File: src/rtl/regfile_pkg.sv
// Shared widths and constants for the register-file write-port arbiter and its
// pending-write scoreboard.
package regfile_pkg;
    localparam int REG_AW = 5;
    localparam int REG_DW = 32;
    localparam int REG_NUM = 1 << REG_AW;
    localparam logic [REG_AW-1:0] REG_ZERO = '0;

    localparam int CNT_W = 4;
    localparam logic [CNT_W-1:0] CNT_MAX = '1;
endpackage

File: src/rtl/regfile_scoreboard.sv
// Pending-write scoreboard: one bit per architectural register that has an LU
// result outstanding. r0 is never pending.
module regfile_scoreboard
    import regfile_pkg::*;
(
    input  logic              clk,
    input  logic              rst,
    input  logic              setEn,
    input  logic [REG_AW-1:0] setAddr,
    input  logic              clrEn,
    input  logic [REG_AW-1:0] clrAddr,
    input  logic [REG_AW-1:0] lookAddr1,
    input  logic [REG_AW-1:0] lookAddr2,
    input  logic [REG_AW-1:0] lookAddrWb,
    input  logic [REG_AW-1:0] issueAddr,
    output logic              pend1,
    output logic              pend2,
    output logic              pendWb,
    output logic              pendIssue
);
    logic [REG_NUM-1:0] pendReg;
    logic [REG_NUM-1:0] pendNext;

    assign pendNext[0] = 1'b0;

    // A new reservation outranks a retiring result on the same register.
    genvar gi;
    generate
        for (gi = 1; gi < REG_NUM; gi++) begin : g_pend
            assign pendNext[gi] = (setEn && setAddr == REG_AW'(gi)) ? 1'b1 :
                                  (clrEn && clrAddr == REG_AW'(gi)) ? 1'b0 :
                                  pendReg[gi];
        end
    endgenerate

    always_ff @(posedge clk or negedge rst) begin
        if (!rst) begin
            pendReg <= '0;
        end else begin
            pendReg <= pendNext;
        end
    end

    assign pend1     = pendReg[lookAddr1];
    assign pend2     = pendReg[lookAddr2];
    assign pendWb    = pendReg[lookAddrWb];
    assign pendIssue = pendReg[issueAddr];
endmodule

File: src/rtl/regfile_wb_arbiter.sv
// Shares the register file write port between WB (always wins) and a
// long-latency unit, with hazard lookup, starvation relief and a sticky error.
module regfile_wb_arbiter
    import regfile_pkg::*;
#(
    parameter int STARVE_LIMIT = 4
) (
    input  logic              clk,
    input  logic              rst,
    input  logic              wb_en,
    input  logic [REG_AW-1:0] wb_addr,
    input  logic [REG_DW-1:0] wb_data,
    input  logic              lu_valid,
    output logic              lu_ready,
    input  logic [REG_AW-1:0] lu_addr,
    input  logic [REG_DW-1:0] lu_data,
    input  logic              lu_issue,
    input  logic [REG_AW-1:0] lu_issue_addr,
    input  logic [REG_AW-1:0] rd_addr1,
    input  logic [REG_AW-1:0] rd_addr2,
    output logic              haz1,
    output logic              haz2,
    output logic              waw_haz,
    output logic              stall_req,
    output logic              rf_we,
    output logic [REG_AW-1:0] rf_waddr,
    output logic [REG_DW-1:0] rf_wdata,
    output logic              err
);
    logic             wbAct;
    logic             luFire;
    logic             luWrite;
    logic             refused;
    logic             pend1;
    logic             pend2;
    logic             pendWb;
    logic [CNT_W-1:0] cntReg;
    logic             stallReg;
    logic             errReg;

    assign wbAct    = wb_en && (wb_addr != REG_ZERO);
    assign lu_ready = lu_valid && !wbAct && rst;
    assign luFire   = lu_valid && lu_ready;
    assign luWrite  = luFire && (lu_addr != REG_ZERO);
    assign refused  = lu_valid && !lu_ready;

    always_comb begin
        rf_we    = 1'b0;
        rf_waddr = REG_ZERO;
        rf_wdata = '0;
        if (rst && wbAct) begin
            rf_we    = 1'b1;
            rf_waddr = wb_addr;
            rf_wdata = wb_data;
        end else if (luWrite) begin
            rf_we    = 1'b1;
            rf_waddr = lu_addr;
            rf_wdata = lu_data;
        end
    end

    regfile_scoreboard u_scoreboard (
        .clk        (clk),
        .rst        (rst),
        .setEn      (lu_issue && (lu_issue_addr != REG_ZERO)),
        .setAddr    (lu_issue_addr),
        .clrEn      (luFire),
        .clrAddr    (lu_addr),
        .lookAddr1  (rd_addr1),
        .lookAddr2  (rd_addr2),
        .lookAddrWb (wb_addr),
        .issueAddr  (lu_issue_addr),
        .pend1      (pend1),
        .pend2      (pend2),
        .pendWb     (pendWb),
        .pendIssue  (waw_haz)
    );

    // A result retiring this cycle is forwarded by the register file.
    assign haz1 = pend1 && !(luFire && lu_addr == rd_addr1);
    assign haz2 = pend2 && !(luFire && lu_addr == rd_addr2);

    always_ff @(posedge clk or negedge rst) begin
        if (!rst) begin
            cntReg   <= '0;
            stallReg <= 1'b0;
            errReg   <= 1'b0;
        end else begin
            if (!refused) begin
                cntReg <= '0;
            end else if (cntReg != CNT_MAX) begin
                cntReg <= cntReg + 1'b1;
            end

            if (luFire) begin
                stallReg <= 1'b0;
            end else if (refused && cntReg == CNT_W'(STARVE_LIMIT - 1)) begin
                stallReg <= 1'b1;
            end

            if (wbAct && pendWb && !(luFire && lu_addr == wb_addr)) begin
                errReg <= 1'b1;
            end
        end
    end

    assign stall_req = stallReg;
    assign err       = errReg;
endmodule
File: config.mk
export PLATFORM = sky130hd
export DESIGN_NAME = regfile_wb_arbiter
export DESIGN_NICKNAME = d
export VERILOG_FILES = /design/src/rtl/regfile_pkg.sv /design/src/rtl/regfile_scoreboard.sv /design/src/rtl/regfile_wb_arbiter.sv
export SDC_FILE = /design/constraint.sdc
export NUM_CORES = 1
export LEC_CHECK = 0
export BUFFER_PORTS_ARGS = -buffer_cell sky130_fd_sc_hd__buf_2
export CORE_ASPECT_RATIO = 2
export CORE_UTILIZATION = 45
export CTS_CLUSTER_SIZE = 20
export DETAILED_ROUTE_END_ITERATION = 16
export GPL_TIMING_DRIVEN = 1
export PLACE_DENSITY = 0.76
export SLEW_MARGIN = 30
export SYNTH_ARGS = -nofsm -noshare
export SYNTH_HDL_FRONTEND = slang
export SYNTH_SLANG_ARGS = --single-unit
export TNS_END_PERCENT = 1
File: constraint.sdc
create_clock -name clk -period 2.8 [get_ports clk]
set_input_delay 0.28 -clock clk [delete_from_list [all_inputs] [get_ports clk]]
set_output_delay 0.28 -clock clk [all_outputs]
set_load 0.01 [all_outputs]
==> results.cfg, run 1 <==
[outcome]
status = complete, no violations

[timing]
maxSlewHeadroom = 0.528
period_needed_ns = 2.52
final_critical_path_setup_slack_ns = 0.279
final-setup-viol-count = 0
post-route-period-util = 0.900
timing.final.max_slew_violations = 0
finalHoldViolations = 0
setup_repair_after_global_routing_missed_its_margin = false
aggregate_negative_setup_slack_ns = 0
tightest_slew_ns = 0.707
clock-skew-final_ns = 0.00436
timing_limited_maximum_frequency_ghz = 0.397

[worst_setup_path]
critical_path.startpoint_type = primary input
cp.arrival_ns = 2.24
worstPathMaxFanout = 20
setup.worst_path.end_class = output port
critPathKind = primary input to output port
rr_worst_depth = 5
r2r_slack_ns = 0.89
r2r_start = u_scoreboard.pendReg[16]
timing.critical_path.required_ns = 2.52
critical_path.reg2reg.endpoint = err

[layout]
layout.cells.most_common = buf_2
final_design_area_no_fill_mm2 = 0.00414
layout.cells.most_common_list = buf_2, o21ai_0, a22o_1
utilization = 0.587
area_growth_pct = 25.0
final_net_count = 554
post_route_cells_drive_above_1_share = 0.404
antennaDiodeCount = 0
nFillCells = 646

[yosys]
netlist-cell-type-count = 47
postSynthRegisterBits = 37
most_instantiated_flip_flop_cell_in_the_synthesis_netlist = dfrtp_1
avgSynthCellArea_um2 = 9.68
synth_seq_area_share = 0.280
yosysWarnings = 0
ys_top_cells_by_area = dfrtp_1, mux4_2, a22o_1, o21ai_0, mux2i_1
syn_nets = 437
synth_largest_area_cell = dfrtp_1
async_reset_ff_frac = 1.00
yosysTopAreaCellShare = 0.280
post_synth_instance_area_mm2 = 0.00331
postSynthCellCount = 342
synth_edf_count = 0

[routing]
wire_per_inst_um = 21.8
drt_first_iter_violations = 324
drt-total-wl_mm = 12.0
drt_pass1_iterations = 5
num_vias = 3605
drc = 0
ant_nets = 0
post_drt_via_cell_ratio = 6.55

[global_route]
global_route.overflow_total = 0
grt_most_used_layer = met2
grt_max_degree = 42
grt_util_met3 = 0.0581
grt_antenna_before_repair = 1
globalRouteTotalUtil = 0.314
grt_util_met2 = 0.546
wire_length_of_the_first_global_routing_pass_mm = 18.2
grt_pass1_vias = 3500
global_route.usage.met1 = 0.341

[pwr]
design_power_total_uw = 2240
max-vdd-ir-drop_v = 0.000342
total_leakage_power_uw = 0.00186
power-per-cell-area_mw_per_mm2 = 541

[clock_network]
clock_sinks = 37
cts_post_setup_buffers_inserted = 0
numCtsBuffers = 5
clkTransAtPathRegs_ns = 0.06
cts_hold_repair.buffers = 0
ctsLongestPathBuffers = 2
tritoncts = yes
worst_skew_pair_later_pin_latency_ns = 0.28
cts_resized = 0
cts-root-buf = clkbuf_16
htree_num_levels = 2

[floorplanning]
chipHeight_um = 123
initial_utilization = 0.470
boundary_pins = 138
fp.dieArea_mm2 = 0.00772
placementRows = 43
dieWidth_um = 62.7
core_region_area_mm2 = 0.00705

[place]
io_buffer_count = 137
detailed_place_hpwl_mm = 9.26
post_dp_cell_area_mm2 = 0.00396
finalWeightedCongestion = 1.02
placement.setup.worst_slack_ns = 0.296

[worst_hold_path]
hold_class = primary input to async pin

[job]
cap_viol_max_count = 0
==> per-layer routing <==
layer  routed length (um)  vias up  share of wire
li1                     -     1579              -
met1                 4190     1751           0.35
met2                 6130      215           0.51
met3                  891       58          0.074
met4                  767        2          0.064
met5                   13        -         0.0011
==> worst max path at each step <==
| stage | start | to | slack (ns) | cells past startpoint |
|---|---|---|---|---|
| floorplan | rd_addr1[0] | haz1 | 0.70 | 6 |
| global placement | wb_addr[2] | rf_we | 0.36 | 7 |
| detailed placement | wb_addr[2] | rf_we | 0.30 | 7 |
| CTS | wb_addr[2] | rf_we | 0.30 | 7 |
| global route | wb_addr[1] | rf_we | 0.18 | 7 |
| finish | wb_addr[1] | rf_we | 0.28 | 7 |
==> flip-flops by register name, indices dropped and copies added, names as in the netlist <==
| signal | count |
|---|---|
| cntReg | 4 |
| err | 1 |
| stall_req | 1 |
| u_scoreboard.pendReg | 31 |
==> metrics by stage <==
step | instances | hold WS (ns)
6_report | 550 | 0.171
5_1_grt | 550 | 0.212
4_1_cts | 550 | 0.179
3_5_place_dp | 542 | 0.450
3_3_place_gp | 542 | 0.449
2_1_floorplan | 342 | -0.0156
==> cell type report <==
type / instances / area (um2) / area share
sequential: 37 / 926 / 0.224
multi-input combinational: 265 / 2170 / 0.525
tap: 90 / 113 / 0.0272
clock inverter: 2 / 37.5 / 0.00907
inverter: 9 / 33.8 / 0.00816
timing repair buffer: 141 / 716 / 0.173
clock buffer: 6 / 139 / 0.0336
==> report_power, final <==
part           switching, uW  internal (uW)  leakage [uW]
clock network            227            444     0.0000831
registers                177            648      0.000439
logic                    362            382       0.00134
total                    766           1470       0.00186
==> kinds of logic after synthesis <==
| kind of cell | share of synthesized area |
|---|---|
| xor gates and xnor gates | 0.0291 |
| and+or+nand+nor | 0.126 |
| DFF | 0.280 |
| buffers and inverters | 0.0642 |
| AOI/OAI and AO/OA | 0.274 |
| muxes | 0.224 |
| adders and majority gates | 0.00378 |
==> cell usage after synthesis, types with 5 or more instances <==
cell	n
mux2_2	10
o21ai_0	62
a22o_1	39
nand3b_1	5
nor2b_1	7
inv_1	9
nand2_1	11
buf_4	5
clkbuf_1	14
nor2_1	9
a31oi_1	5
nand3_1	15
mux2i_1	20
dfrtp_1	37
mux4_2	19
xnor2_1	7
buf_6	5
buf_2	5
nand4_1	5
==> critical path, stage by stage <==
cell	delay [ns]
buf_2	0.18
or3_4	0.40
o31ai_4	0.41
nor2_2	0.26
buf_4	0.27
or2_2	0.30
buf_2	0.14
(Power assumes the default switching activity.)
==> run 2, diff against run 1 <==
ABC_AREA = 1   (was not set)
GPL_ROUTABILITY_DRIVEN = 1   (was not set)
PLACE_DENSITY = 0.73   (was 0.76)
SKIP_LAST_GASP = 1   (was not set)
==> run 2 against run 1 <==
Count of clock-buffer cells in the layout is 2 higher. Register-to-register slack better by 0.53 ns. Clock skew hardly changed. Core utilization is 2.0 points lower. Non-clock buffer count is 3 higher. Critical path type unchanged.
==> results.cfg, run 2 <==
[pwr]
power_frac_comb = 0.380
power-per-cell-area_mw_per_mm2 = 448
design_power_total_uw = 2120
share_seq_of_total_power = 0.367
power_report.internal_total_uw = 1280
switching_share = 0.397
switchingPower_uw = 843
total_leakage_power_uw = 0.00262
clkPwrFrac = 0.253
max-vdd-ir-drop_v = 0.000496

[layout]
largest_register_ffs = 31
nFillCells = 870
layout.cells.most_common = nand2_1
final_design_area_no_fill_mm2 = 0.00474
final_net_count = 865
layout.cells.most_common_list = nand2_1, buf_2, inv_1
max_flop_register = u_scoreboard.pendReg
antennaDiodeCount = 0
post_route_cells_drive_above_1_share = 0.270
area_growth_pct = 21.6
reg_top3 = u_scoreboard.pendReg: 31 flops, cntReg: 4 flops

[yosys]
synth_largest_area_cell = dfrtp_1
synth_seq_area_share = 0.238
postSynthCellCount = 647
netlist_top_cells_count = nand2_1, inv_1, nand3_1
avgSynthCellArea_um2 = 6.02
syn_nets = 742
ys_top_cells_by_area = dfrtp_1, nand2_1, o21ai_2, nand3_1, inv_1
post_synth_instance_area_mm2 = 0.00389
synth_edf_count = 0
combinational_family_with_the_most_area_after_synthesis = simple AND/OR/NAND/NOR gates
async_reset_ff_frac = 1.00
synth_xor_area_frac = 0.0270
synth-compound-area-share = 0.224
yosysTopAreaCellShare = 0.238
yosysWarnings = 0
most_instantiated_flip_flop_cell_in_the_synthesis_netlist = dfrtp_1
postSynthRegisterBits = 37
synth.area.mux_share = 0
post_synth_and_or_nand_nor_area_fraction = 0.370
yosysMostFrequentCell = nand2_1
netlist-cell-type-count = 29
post_synth_adder_cell_area = 0.00321

[clock_network]
cts_resized = 0
numCtsBuffers = 5
worst_skew_pair_later_pin_latency_ns = 0.28
ctsLongestPathBuffers = 2
cts-root-buf = clkbuf_16
clkTransAtPathRegs_ns = 0.05
clock_sinks = 37
htree_num_levels = 2
tritoncts = yes

[worst_setup_path]
r2r_slack_ns = 1.42
cp.arrival_ns = 2.18
worstPathMaxFanout = 37
critical_path.startpoint_type = primary input
setup.worst_path.end_class = output port
critPathKind = primary input to output port
timing.critical_path.required_ns = 2.52

[global_route]
grt_antenna_before_repair = 0
grt_max_degree = 38
wire_length_of_the_first_global_routing_pass_mm = 21.0
globalRouteTotalUtil = 0.311
global_route.overflow_total = 0
grt_pass1_vias = 4492

[timing]
clock-skew-final_ns = 0.00407
setup_repair_after_global_routing_missed_its_margin = false
post-route-period-util = 0.879
maxSlewHeadroom = 0.626
period_needed_ns = 2.46
tightest_slew_ns = 0.560
finalHoldViolations = 0
timing.final.max_slew_violations = 0
timing_limited_maximum_frequency_ghz = 0.406
final-setup-viol-count = 0
aggregate_negative_setup_slack_ns = 0

[floorplanning]
placementRows = 47
core_region_area_mm2 = 0.00835
fp.dieArea_mm2 = 0.00905
initial_utilization = 0.466
chipHeight_um = 134
dieWidth_um = 67.8
boundary_pins = 138

[routing]
drt_pass1_iterations = 5
post_drt_via_cell_ratio = 5.40
ant_nets = 0
drc = 0
num_vias = 4696
wire_per_inst_um = 15.7
drt_first_iter_violations = 230
drt-total-wl_mm = 13.7

[place]
detailed_place_hpwl_mm = 11.1
post_dp_cell_area_mm2 = 0.00459
finalWeightedCongestion = 0.989
io_buffer_count = 137

[worst_hold_path]
hold_class = primary input to flip-flop

[job]
cap_viol_max_count = 0

[outcome]
status = complete, no violations
## run 2: area by class of cell
class	instances	area, um2	share of cell area
Multi-Input combinational cell	484	2430	0.513
Sequential cell	37	926	0.196
Tap cell	98	123	0.0259
Clock buffer	8	136	0.0288
Inverter	98	368	0.0777
Timing Repair Buffer	144	753	0.159
## run 2: cells by family after synthesis
group,Yosys count
buffers and inverters,126
DFF,37
adders and majority gates,1
AOI/OAI and AO/OA,124
xor gates and xnor gates,12
and+or+nand+nor,347
## run 2: power by group through the flow
stage | sequential, uW | combinational (uW) | clock (uW)
after global placement | 775 | 783 | 0
after floorplan | 740 | 536 | 0
after CTS | 772 | 803 | 546
after global routing | 793 | 916 | 562
after detailed placement | 782 | 799 | 0
final | 778 | 806 | 538
## run 2: final timing paths
check,cells after the start,to,startpoint
worst max-delay path,8,rf_waddr[0],rst
worst min-delay path,4,u_scoreboard.pendReg[17],lu_issue_addr[2]
worst max register to register,8,err,u_scoreboard.pendReg[22]
worst min register to register,2,err,err
max in group asynchronous,3,u_scoreboard.pendReg[25],rst
min in group asynchronous,2,u_scoreboard.pendReg[24],rst
## run 2: metal layers
layer,track usage,part of all wire
met5,0,0
met3,0.0325,0.057
met2,0.570,0.54
met4,0.247,0.077
met1,0.290,0.32
## run 2: through the flow
step	instances	hold slack (ns)	setup slack (ns)	util
floorplan	647	-0.0156	1.29	-
global placement	860	0.178	0.777	0.550
detailed placement	860	0.177	0.695	0.550
CTS	869	0.291	0.323	0.567
global route	869	0.348	0.186	0.567
finish	869	0.294	0.339	0.567
## run 2: timing repair
item                                   CTS  global route
hold buffers                             1             0
endpoints found under the hold margin    7             0
setup buffers                            0             0
## run 2: critical path, stage by stage
cell,delay (ns)
dlygate4sd3_1,0.51
buf_2,0.28
nand2_1,0.19
nor2_8,0.24
o21ai_4,0.09
buf_12,0.18
o21ai_0,0.22
buf_2,0.17
==> run 3, diff against run 2 <==
BUFFER_PORTS_ARGS = not set   (was -buffer_cell sky130_fd_sc_hd__buf_2)
DONT_BUFFER_PORTS = 1   (was not set)
PLACE_DENSITY = not set   (was 0.73)
==> run 3 against run 2 <==
Wire length up 3.3%. Clock skew rose by 0.0020 ns. Flip-flop and latch count unchanged. Core utilization shrank 7.7 points. Non-clock buffer count down 141. Count of clock-buffer cells in the layout is 3 lower. Power grew 4.7%. Critical path depth stayed put. Via count shrank 10%. Largest power group is now registers.
==> results.cfg, run 3 (synthesized netlist as in run 2, its figures left out) <==
[outcome]
status = complete, no violations

[clock_network]
htree_num_levels = 2
cts-root-buf = clkbuf_16
clkTransAtPathRegs_ns = 0.05
clock_sinks = 37
worst_skew_pair_later_pin_latency_ns = 0.29
tritoncts = yes
numCtsBuffers = 5
ctsLongestPathBuffers = 2
cts_resized = 0

[timing]
finalHoldViolations = 0
timing_limited_maximum_frequency_ghz = 0.504
post-route-period-util = 0.708
maxSlewHeadroom = 0.482
clock-skew-final_ns = 0.00609
timing.final.max_slew_violations = 0
final.hold.worst_slack_ns = 0.116
setup_repair_after_global_routing_missed_its_margin = false
final_critical_path_setup_slack_ns = 0.818
tightest_slew_ns = 0.774
aggregate_negative_setup_slack_ns = 0
final-setup-viol-count = 0
period_needed_ns = 1.98

[layout]
reg_top3 = u_scoreboard.pendReg: 31 flops, cntReg: 4 flops
max_flop_register = u_scoreboard.pendReg
area_growth_pct = 5.14
post_route_cells_drive_above_1_share = 0.111
final_net_count = 724
antennaDiodeCount = 0
largest_register_ffs = 31
layout.cells.most_common_list = nand2_1, inv_1, nand3_1
layout.cells.most_common = nand2_1

[routing]
drt_first_iter_violations = 381
ant_nets = 0
drc = 0
drt-total-wl_mm = 14.1
wire_per_inst_um = 19.4
drt_pass1_iterations = 5
post_drt_via_cell_ratio = 5.77
num_vias = 4204

[global_route]
grt_max_degree = 38
global_route.overflow_total = 0
wire_length_of_the_first_global_routing_pass_mm = 21.0
grt_util_met2 = 0.565
grt_antenna_before_repair = 0
global_route.usage.met1 = 0.325
globalRouteTotalUtil = 0.323
grt_most_used_layer = met2
grt_util_met3 = 0.0411
grt_pass1_vias = 3992

[worst_setup_path]
rr_worst_depth = 10
timing.critical_path.required_ns = 2.52
critPathKind = primary input to output port
critical_path.reg2reg.endpoint = err
setup.worst_path.end_class = output port
r2r_start = u_scoreboard.pendReg[17]
worstPathMaxFanout = 19
cp.arrival_ns = 1.70
critical_path.startpoint_type = primary input
r2r_slack_ns = 1.44

[worst_hold_path]
sink_of_the_worst_hold_path = u_scoreboard.pendReg[27]
min-delay-start = lu_issue_addr[4]
hold_class = primary input to flip-flop
timing.hold.worst_path_depth = 2

[place]
detailed_place_hpwl_mm = 11.2
placement.setup.worst_slack_ns = 0.814
io_buffer_count = 0
finalWeightedCongestion = 1.05

[job]
cap_viol_max_count = 0

[pwr]
max-vdd-ir-drop_v = 0.000833
design_power_total_uw = 2220
total_leakage_power_uw = 0.00206
power-per-cell-area_mw_per_mm2 = 542

[floorplanning]
core_region_area_mm2 = 0.00835
boundary_pins = 138
chipHeight_um = 134
dieWidth_um = 67.8
initial_utilization = 0.466
placementRows = 47
fp.dieArea_mm2 = 0.00905
## run 3: changes by cell type in the layout (fill, tap and decap cells not counted)
cell	change
clkinv_2	+1
clkbuf_1	-3
buf_2	-137
buf_16	+1
buf_4	-5
bufinv_16	+2
## run 3: worst max-delay path by stage
stage / cells past startpoint / start / endpoint / slack [ns]
after floorplan: 6 / lu_addr[1] / rf_we / 1.29
after global placement: 4 / lu_addr[3] / rf_waddr[1] / 0.67
after detailed placement: 8 / wb_addr[1] / rf_waddr[2] / 0.81
after CTS: 8 / wb_addr[1] / rf_waddr[2] / 0.81
after global routing: 8 / wb_addr[1] / rf_wdata[1] / 0.70
final: 8 / wb_addr[1] / rf_waddr[2] / 0.82
## run 3: layout make-up
class / count / area (um2)
flip-flops and latches: 37 / 926
inverters: 98 / 368
well taps: 98 / 123
multi-input cells: 484 / 2430
repair buffers: 3 / 57.6
clock inverters: 3 / 65.1
clock buffers: 5 / 125
fillers: 904 / 4260
## run 3: where the power goes
group	internal, uW	switching (uW)
Sequential	650	139
Clock	508	223
Combinational	227	474
## run 3: per-layer routing
| metal | up-vias | wire (um) |
|---|---|---|
| met5 | - | 0 |
| met4 | 0 | 1150 |
| met3 | 56 | 879 |
| met2 | 225 | 7400 |
| met1 | 1901 | 4700 |
| li1 | 2022 | - |
## run 3: critical path: stages
cell and delay, ns:
nor2_1 0.13, nand3_1 0.10, nand2_1 0.10, inv_2 0.08, nor2_8 0.20, o21ai_4 0.24
buf_16 0.24, o21ai_0 0.33
## run 3: through the flow
| step | std cells | util | cell area, um2 |
|---|---|---|---|
| global route | 728 | 0.490 | 4090 |
| finish | 728 | 0.490 | 4090 |
| detailed placement | 718 | 0.464 | 3870 |
| CTS | 728 | 0.490 | 4090 |
| global placement | 717 | 0.461 | 3850 |
| floorplan | 647 | - | 3890 |
## run 3: what timing repair did
item | 4_1_cts | 5_1_grt
hold buffers | 2 | 0
setup buffers | 0 | 0
endpoints found under the hold margin | 37 | 0
